[config.mk]
export PLATFORM = sky130hd
export DESIGN_NAME = shift_unit_flat
export DESIGN_NICKNAME = d
export VERILOG_FILES = /design/src/rtl/shift_unit_if.sv /design/src/rtl/shift_unit.sv /design/src/flat_wrapper.sv
export SDC_FILE = /design/constraint.sdc
export NUM_CORES = 1
export LEC_CHECK = 0
export CORE_MARGIN = 4
export CORE_UTILIZATION = 35
export CTS_CLUSTER_DIAMETER = 40
export DETAILED_ROUTE_END_ITERATION = 8
export GPL_TIMING_DRIVEN = 0
export HOLD_SLACK_MARGIN = 0.06
export PLACE_DENSITY_LB_ADDON = 0.3
export RECOVER_POWER = 25
export SETUP_SLACK_MARGIN = 0.3
export SYNTH_ARGS = -nofsm -noshare
export SYNTH_HDL_FRONTEND = slang
export SYNTH_SLANG_ARGS = --single-unit
[constraint.sdc]
create_clock -name clk -period 2.5 [get_ports clk]
set_input_delay 0.75 -clock clk [delete_from_list [all_inputs] [get_ports clk]]
set_output_delay 0.75 -clock clk [all_outputs]
set_load 0.01 [all_outputs]
[src/rtl/shift_unit_if.sv]
// Handshake and data bundle between the multicycle control FSM and the shift unit.
interface shift_unit_if #(
    parameter int unsigned DATA_WIDTH  = 16,
    parameter int unsigned SHAMT_WIDTH = 4
);
    logic                   start;
    logic [2:0]             op;
    logic [SHAMT_WIDTH-1:0] shamt;
    logic [DATA_WIDTH-1:0]  data_in;
    logic                   busy;
    logic                   done;
    logic [DATA_WIDTH-1:0]  result;
    logic                   op_err;

    // Requester side (control FSM / testbench)
    modport master (
        output start, op, shamt, data_in,
        input  busy, done, result, op_err
    );

    // Shift unit side
    modport slave (
        input  start, op, shamt, data_in,
        output busy, done, result, op_err
    );
endinterface

[src/rtl/shift_unit.sv]
// Multi-cycle shifter: SLL/SRL/SRA/ROL/ROR by a variable amount, up to STEP
// positions per clock, plus a single-cycle fixed shift-by-2 for PC offsets.
module shift_unit #(
    parameter int unsigned DATA_WIDTH  = 16,
    parameter int unsigned SHAMT_WIDTH = 4,
    parameter int unsigned STEP        = 1
) (
    input  logic         clk,
    input  logic         reset,
    shift_unit_if.slave  bus
);
    // One extra bit so the rotate complement (DATA_WIDTH - n) is representable
    localparam int unsigned WRAP_WIDTH = SHAMT_WIDTH + 1;

    localparam logic [2:0] OP_SLL = 3'b000;
    localparam logic [2:0] OP_SRL = 3'b001;
    localparam logic [2:0] OP_SRA = 3'b010;
    localparam logic [2:0] OP_ROL = 3'b011;
    localparam logic [2:0] OP_ROR = 3'b100;
    localparam logic [2:0] OP_SL2 = 3'b101;

    typedef enum logic [0:0] {
        IDLE  = 1'b0,
        SHIFT = 1'b1
    } shiftStateT;

    shiftStateT             state;
    logic [DATA_WIDTH-1:0]  work;
    logic [2:0]             opCode;
    logic [SHAMT_WIDTH-1:0] remaining;
    logic                   busyQ;
    logic                   doneQ;
    logic [DATA_WIDTH-1:0]  resultQ;
    logic                   opErrQ;

    logic [SHAMT_WIDTH-1:0] stepN;
    logic [WRAP_WIDTH-1:0]  wrapAmt;
    logic [DATA_WIDTH-1:0]  stepped;
    logic                   lastStep;
    logic                   opIllegal;
    logic                   startOneShot;

    assign bus.busy   = busyQ;
    assign bus.done   = doneQ;
    assign bus.result = resultQ;
    assign bus.op_err = opErrQ;

    // Incoming opcode finishes in one edge (fixed SL2 or illegal): no count to load
    assign startOneShot = (bus.op >= OP_SL2);

    // Latched opcode is outside the legal range
    assign opIllegal = (opCode > OP_SL2);

    // Positions applied this edge and the value the work register moves to
    always_comb begin
        stepN    = (remaining < SHAMT_WIDTH'(STEP)) ? remaining : SHAMT_WIDTH'(STEP);
        wrapAmt  = WRAP_WIDTH'(DATA_WIDTH) - WRAP_WIDTH'(stepN);
        lastStep = (remaining == stepN);
        stepped  = work;
        case (opCode)
            OP_SLL:  stepped = work << stepN;
            OP_SRL:  stepped = work >> stepN;
            OP_SRA:  stepped = $unsigned($signed(work) >>> stepN);
            OP_ROL:  stepped = (work << stepN) | (work >> wrapAmt);
            OP_ROR:  stepped = (work >> stepN) | (work << wrapAmt);
            OP_SL2:  stepped = {work[DATA_WIDTH-3:0], 2'b00};
            default: stepped = work;
        endcase
    end

    // Control FSM with registered handshake outputs and result
    always_ff @(posedge clk) begin
        if (reset) begin
            state     <= IDLE;
            work      <= '0;
            opCode    <= OP_SLL;
            remaining <= '0;
            busyQ     <= 1'b0;
            doneQ     <= 1'b0;
            resultQ   <= '0;
            opErrQ    <= 1'b0;
        end else begin
            doneQ <= 1'b0;
            case (state)
                IDLE: begin
                    if (bus.start) begin
                        work      <= bus.data_in;
                        opCode    <= bus.op;
                        remaining <= startOneShot ? '0 : bus.shamt;
                        busyQ     <= 1'b1;
                        opErrQ    <= 1'b0;
                        state     <= SHIFT;
                    end
                end
                SHIFT: begin
                    work      <= stepped;
                    remaining <= remaining - stepN;
                    if (lastStep) begin
                        busyQ   <= 1'b0;
                        doneQ   <= 1'b1;
                        resultQ <= stepped;
                        opErrQ  <= opIllegal;
                        state   <= IDLE;
                    end
                end
                default: begin
                    busyQ <= 1'b0;
                    state <= IDLE;
                end
            endcase
        end
    end
endmodule

[src/flat_wrapper.sv]
// flat-port wrapper written by rule: the top's interface ports become plain ports
module shift_unit_flat 
#(
    parameter int unsigned DATA_WIDTH  = 16,
    parameter int unsigned SHAMT_WIDTH = 4,
    parameter int unsigned STEP        = 1
)
  (clk, reset, bus_start, bus_op, bus_shamt, bus_data_in, bus_busy, bus_done, bus_result, bus_op_err);
  shift_unit_if #(.DATA_WIDTH(DATA_WIDTH), .SHAMT_WIDTH(SHAMT_WIDTH)) bus_i ();
  input  logic clk;
  input  logic reset;
  input wire logic [$bits(bus_i.start)-1:0] bus_start;
  input wire logic [$bits(bus_i.op)-1:0] bus_op;
  input wire logic [$bits(bus_i.shamt)-1:0] bus_shamt;
  input wire logic [$bits(bus_i.data_in)-1:0] bus_data_in;
  output wire logic [$bits(bus_i.busy)-1:0] bus_busy;
  output wire logic [$bits(bus_i.done)-1:0] bus_done;
  output wire logic [$bits(bus_i.result)-1:0] bus_result;
  output wire logic [$bits(bus_i.op_err)-1:0] bus_op_err;
  assign bus_i.start = bus_start;
  assign bus_i.op = bus_op;
  assign bus_i.shamt = bus_shamt;
  assign bus_i.data_in = bus_data_in;
  assign bus_busy = bus_i.busy;
  assign bus_done = bus_i.done;
  assign bus_result = bus_i.result;
  assign bus_op_err = bus_i.op_err;
  shift_unit #(.DATA_WIDTH(DATA_WIDTH), .SHAMT_WIDTH(SHAMT_WIDTH), .STEP(STEP)) u_core (.clk(clk), .reset(reset), .bus(bus_i));
endmodule
[Word level (Yosys, flattened, before mapping)]
Index checks and enable logic that the tools add are counted.
Operators by class
  $add $sub $neg: 2
  $mul: 0
  div/mod/pow operators: 0
  magnitude comparators: 3
  eq/ne operators: 8
  shift-type cells: 5
  mux-type cells: 17
  bitwise operators: 3
  reduce and logical (&&, ||, !) cells: 5
Operator list (count)
  $pmux W16 S6: 1
  $or A16 B16 Y16: 2
  $pmux W16 S2: 1
  $mux W16: 1
  $shl A16 B4 Y16: 1
  $shl A16 B5 Y16: 1
  $shr A16 B4 Y16: 1
  $shr A16 B5 Y16: 1
  $sshr A16 B4 Y16: 1
  $mux W4: 3
  $pmux W4 S2: 1
  $mux W1: 7
  $eq A3 B2 Y1 const B: 2
  $eq A3 B3 Y1 const B: 2
  $pmux W1 S2: 3
  $reduce_and A2 Y1: 3
  $sub A5 B4 Y5 const A: 1
  $eq A4 B4 Y1: 1
  $lt A4 B1 Y1 const B: 1
  $ne A2 B2 Y1 const B: 2
  $sub A4 B4 Y4: 1
  $eq A3 B1 Y1 const B: 1
  $ge A3 B3 Y1 const B: 1
  $gt A3 B3 Y1 const B: 1
  3 further kinds: 3
Storage, ports and cells
  register bits after elaboration: 43
  bits in latches: 0
  memory bits (writable): 0
  memory bits (read-only): 0
  input port bits: 26
  memories: 0

[Longest topological paths before layout]
Gate-level depths: netlist of run 1.
  depth after elaboration: 7
  gate-level depth with buffers: 13

[Worst setup path after synthesis of run 1]
Ideal clock, no wire load.
  kind: register -> register
  start point: register u_core.remaining[0]
  end point: register u_core.work[7]
  data arrival time: 2.619 ns
  data required time: 2.408 ns
  slack: -0.212 ns
  cell stages (with the launch flop): 14
  period minus slack after synthesis: 2.712 ns
  cells stage by stage: dfxtp_1 -> or4_1 -> buf_2 -> clkinv_4 -> buf_8 -> buf_6 -> ha_1 -> buf_2 -> buf_2 -> mux2i_1 -> o22ai_1 -> nand3b_1 -> o211ai_1 -> o32ai_1
Between the ends
  cells in the longest elaborated chain, start to end: 7
  elaborated cells on any way between the ends: 12
Ends and longest elaborated chain
  start: declaration: line shift_unit.sv:30  | logic [SHAMT_WIDTH-1:0] remaining;
  start signal: assignment: line shift_unit.sv:89  | remaining <= startOneShot ? '0 : bus.shamt;
  start signal: assignment: line shift_unit.sv:97  | remaining <= remaining - stepN;
  $lt A4 B1 Y1: line shift_unit.sv:56  | stepN = (remaining < SHAMT_WIDTH'(STEP)) ? remaining : SHAMT_WIDTH'(STEP);
  $mux W4 *: line shift_unit.sv:56
  $sub A5 B4 Y5: line shift_unit.sv:57  | wrapAmt = WRAP_WIDTH'(DATA_WIDTH) - WRAP_WIDTH'(stepN);
  $shl A16 B5 Y16 or $shr A16 B5 Y16 (tied branches): line shift_unit.sv:65, shift_unit.sv:64
  $or A16 B16 Y16, on equally long branches: line shift_unit.sv:65, shift_unit.sv:64
  $pmux W16 S6 *: line shift_unit.sv:60  | case (opCode)
  $pmux W16 S2 *: line shift_unit.sv:84  | case (state)
  end signal: assignment: line shift_unit.sv:87  | work <= bus.data_in;
  end signal: assignment: line shift_unit.sv:96  | work <= stepped;
  end: declaration: line shift_unit.sv:28  | logic [DATA_WIDTH-1:0] work;
Every way passes the cells marked *; elsewhere a longest branch is shown, timed or not.
A chain may end at the register's enable or synchronous reset.

[Worst setup path in the final report of run 1]
  start point: register u_core.remaining[1]
  end point: register u_core.resultQ[15], in the netlist u_core.bus.result[15]
Between the ends
  cells in the longest elaborated chain, start to end: 6
  elaborated cells on any way between the ends: 13
Ends and longest elaborated chain
  $lt A4 B1 Y1: line shift_unit.sv:56
  $mux W4: line shift_unit.sv:56
  $sub A5 B4 Y5: line shift_unit.sv:57
  $shl A16 B5 Y16 or $shr A16 B5 Y16 (tied branches): line shift_unit.sv:65, shift_unit.sv:64
  $or A16 B16 Y16, on equally long branches: line shift_unit.sv:65, shift_unit.sv:64
  $pmux W16 S6: line shift_unit.sv:60
  end signal: assignment: line shift_unit.sv:101  | resultQ <= stepped;
  end: declaration: line shift_unit.sv:33  | logic [DATA_WIDTH-1:0] resultQ;
Parallel ways exist; a longest one is shown, timed or not.

==> results.cfg, run 1 <==
[run_status]
status = complete, but fails checks
violations = setup timing

[finish]
syn_to_final_growth_pct = 39.0
layout.area.seq_um2 = 865
final_common_cell = dfxtp_1
multi_input_area_mm2 = 0.00224
fillers = 869
post-route-util = 0.502
final_layout_size_suffix_gt1_frac = 0.232
fin_area_mm2 = 0.00440
layout_common_cells = dfxtp_1, clkdlybuf4s50_1, nand2_1, nor2_1, mux2i_1
antenna_cells = 0
nNetsFinal = 510

[floorplan]
rows = 34
core-area_mm2 = 0.00876
die_y_um = 103
start_util = 0.361
die_area_mm2 = 0.0106
die_w_um = 103
ios = 45

[drt]
ant_nets = 0
dr.pass1.iters = 6
dr_wl_met2_mm = 5.76
routed.top_layer = met4
route.met3.wl_mm = 1.12
wl_per_cell_um = 22.3
vias_per_cell = 6.22
drc = 0
num_vias = 3675
wl_mm = 13.2
wl_met1_mm = 5.70
drt-initial-drc-count = 341

[global_routing]
antenna_found_initial = 0
grt_pass1_wl_mm = 20.0
grt_util_all_layers = 0.249
grt_max_degree = 15
grt_pass1_vias = 3539
grt_overflow_total = 0

[sta]
tns_ns = -4.06
fin_worst_skew_ns = 0.0108
timing.fmax_mhz = 365
post-route-min-period_ns = 2.74
maxSlewViolCount = 0
rsz0062_at_grt = yes
whs_ns = 0.449
setup_ws_ns = -0.243
finalSetupViolCount = 28
finalHoldViolCount = 0
worst_pin_slew_ns = 1.05
finalCritPeriodShare = 1.10
slew_headroom = 0.296

[logic_synthesis]
synth.avg_cell_area_um2 = 7.82
synth_top_family_by_area = compound AO/OA/AOI/OAI gates
yosys.area_share.adder = 0.00790
netlist_instances = 405
synthesis.area_mm2 = 0.00317
yosys_warnings = 0
seq_area_frac_synth = 0.272
synth_edf_count = 0
synthDistinctLibCells = 75
syn-num-nets = 433
ys_seq_elements = 43
synthFlopType = dfxtp_1
synth_mux_area_frac = 0.101
synth_compound_area_frac = 0.335
synth_xor_xnor_area_share = 0.00830
yosys.area_share.simple = 0.192
async_flop_share = 0

[critical_path]
cp_slowest_stage_delay_ns = 0.53
critPathCaptureType = flop
path_cells = or4_4, buf_6, clkinv_8, buf_12, buf_8, ha_4, buf_8, buf_12, mux2i_2, nor2_2, o21a_1, nor4b_4, a211oi_1
cp.required_ns = 2.67
path_delay_family = simple AND/OR/NAND/NOR gates
cp_max_fo = 8
cp-start-kind = flop
cp.buffers_inverters = 6
crit_arrival_ns = 2.92
crit_type = flop to flop
crit_slowest_cell = or4_4

[clocking]
cts_buffers = 5
ctsRootBufferMaster = clkbuf_8
clock_latency_ns = 0.31
ctsHoldBuffers = 0
tritoncts = done
cts.sinks = 43
clk_path_buf_depth = 2
cts.clk_slew.worst_paths_ns = 0.09
cts-htree-levels = 2

[power]
power_density_mw_per_mm2 = 713
p_clk_frac = 0.180
combPwrFrac = 0.554
p_leak_nw = 1.64
switching_share = 0.405
pwr-share-seq = 0.265
cellInternalPower_mw = 1.87
p_sw_mw = 1.27
ir_worst_vdd_mv = 0.307

[placed_design]
dp_hpwl_mm = 9.14
placement.io_buffers = 44
place_area_mm2 = 0.00380
pre_cts_ws_ns = -0.571
place_congestion = 0.957

[min_path]
hold_class = flop to flop

[flow_run]
drv_cap = 0
[cells in the mapped netlist (8+ instances only)]
cell type / number / share of area
nand2_1: 35 / 0.041
buf_2: 12 / 0.019
nor2b_1: 8 / 0.016
a21oi_1: 24 / 0.038
clkbuf_1: 23 / 0.027
mux2i_1: 24 / 0.076
o21ai_0: 25 / 0.040
o211ai_1: 8 / 0.019
inv_1: 9 / 0.011
a211oi_1: 15 / 0.036
dfxtp_1: 43 / 0.27
o22ai_1: 10 / 0.020
nor2_1: 37 / 0.044
nor3_1: 8 / 0.013
[final timing paths]
| check | from | cells after the start | slack, ns | end |
|---|---|---|---|---|
| setup / recovery | u_core.remaining[1] | 13 | -0.24 | u_core.bus.result[15] |
| hold reg to reg | u_core.bus.result[2] | 2 | 0.45 | u_core.bus.result[2] |
| hold / removal | u_core.bus.result[2] | 2 | 0.45 | u_core.bus.result[2] |
| setup reg to reg | u_core.remaining[1] | 13 | -0.24 | u_core.bus.result[15] |
[final cells by class]
| type | count | share of cell area |
|---|---|---|
| timing repair buffer | 70 | 0.154 |
| sequential | 43 | 0.196 |
| tap | 108 | 0.0307 |
| clock inverter | 3 | 0.00995 |
| multi-input combinational | 305 | 0.509 |
| clock buffer | 5 | 0.0156 |
| buffer | 46 | 0.0699 |
| inverter | 11 | 0.0142 |
[layer usage]
layer / GRT usage / vias up
li1: - / 1668
met1: 0.343 / 1725
met2: 0.383 / 231
met3: 0.0474 / 51
met4: 0.0966 / 0
met5: 0 / -
[worst min-delay path, stage by stage, from the launching register on]
cell     delay (ns)
dfxtp_1        0.31
nand2_1        0.05
o21ai_1        0.05
[power groups by stage]
stage                     Combinational [mW]  Sequential (mW)  Clock, mW
after global placement                  1.32            0.841          0
after floorplan                        0.886            0.838          0
after CTS                               1.63            0.829      0.584
after detailed placement                1.31            0.843          0
after global routing                    1.83            0.841      0.603
final                                   1.74            0.832      0.566
[metrics by stage]
stage | instances | total power, mW
3_3_place_gp | 557 | 2.16
2_1_floorplan | 405 | 1.72
5_1_grt | 591 | 3.27
4_1_cts | 585 | 3.05
3_5_place_dp | 557 | 2.16
6_report | 591 | 3.14
[timing repair]
item,in CTS,in global routing
buffers inserted,18,6
setup endpoints to repair,38,37
gates resized for setup,62,17
gates cloned,2,0
pin swaps,30,15
[sequential cells by signal (all words and copies together), names as in the netlist]
name               flops
u_core.bus.result     16
u_core.work           16
u_core.remaining       4
u_core.opCode          3
u_core.bus.busy        1
u_core.bus.op_err      1
u_core.state           1
u_core.bus.done        1
[cell families (layout without fill, tap and decap cells)]
| logic type | count (synthesis) | after routing |
|---|---|---|
| AO/OA/AOI/OAI | 145 | 145 |
| XOR/XNOR | 3 | 3 |
| adder cells (fa/ha/maj) | 2 | 2 |
| buffers and inverters | 57 | 135 |
| flip-flops | 43 | 43 |
| multiplexers | 31 | 31 |
| other | 1 | 1 |
| AND/OR/NAND/NOR | 123 | 123 |
Note: power is estimated with default switching activity, not from simulation.
==> run 2: changes to the inputs <==
--- a/config.mk
+++ b/config.mk
@@ -8,6 +8,7 @@
 export CORE_MARGIN = 4
 export CORE_UTILIZATION = 35
 export CTS_CLUSTER_DIAMETER = 40
+export CTS_CLUSTER_SIZE = 25
 export DETAILED_ROUTE_END_ITERATION = 8
 export GPL_TIMING_DRIVEN = 0
 export HOLD_SLACK_MARGIN = 0.06
==> results of run 2 <==
Same layout as run 1: the final DEF is identical, and so are final timing and power.
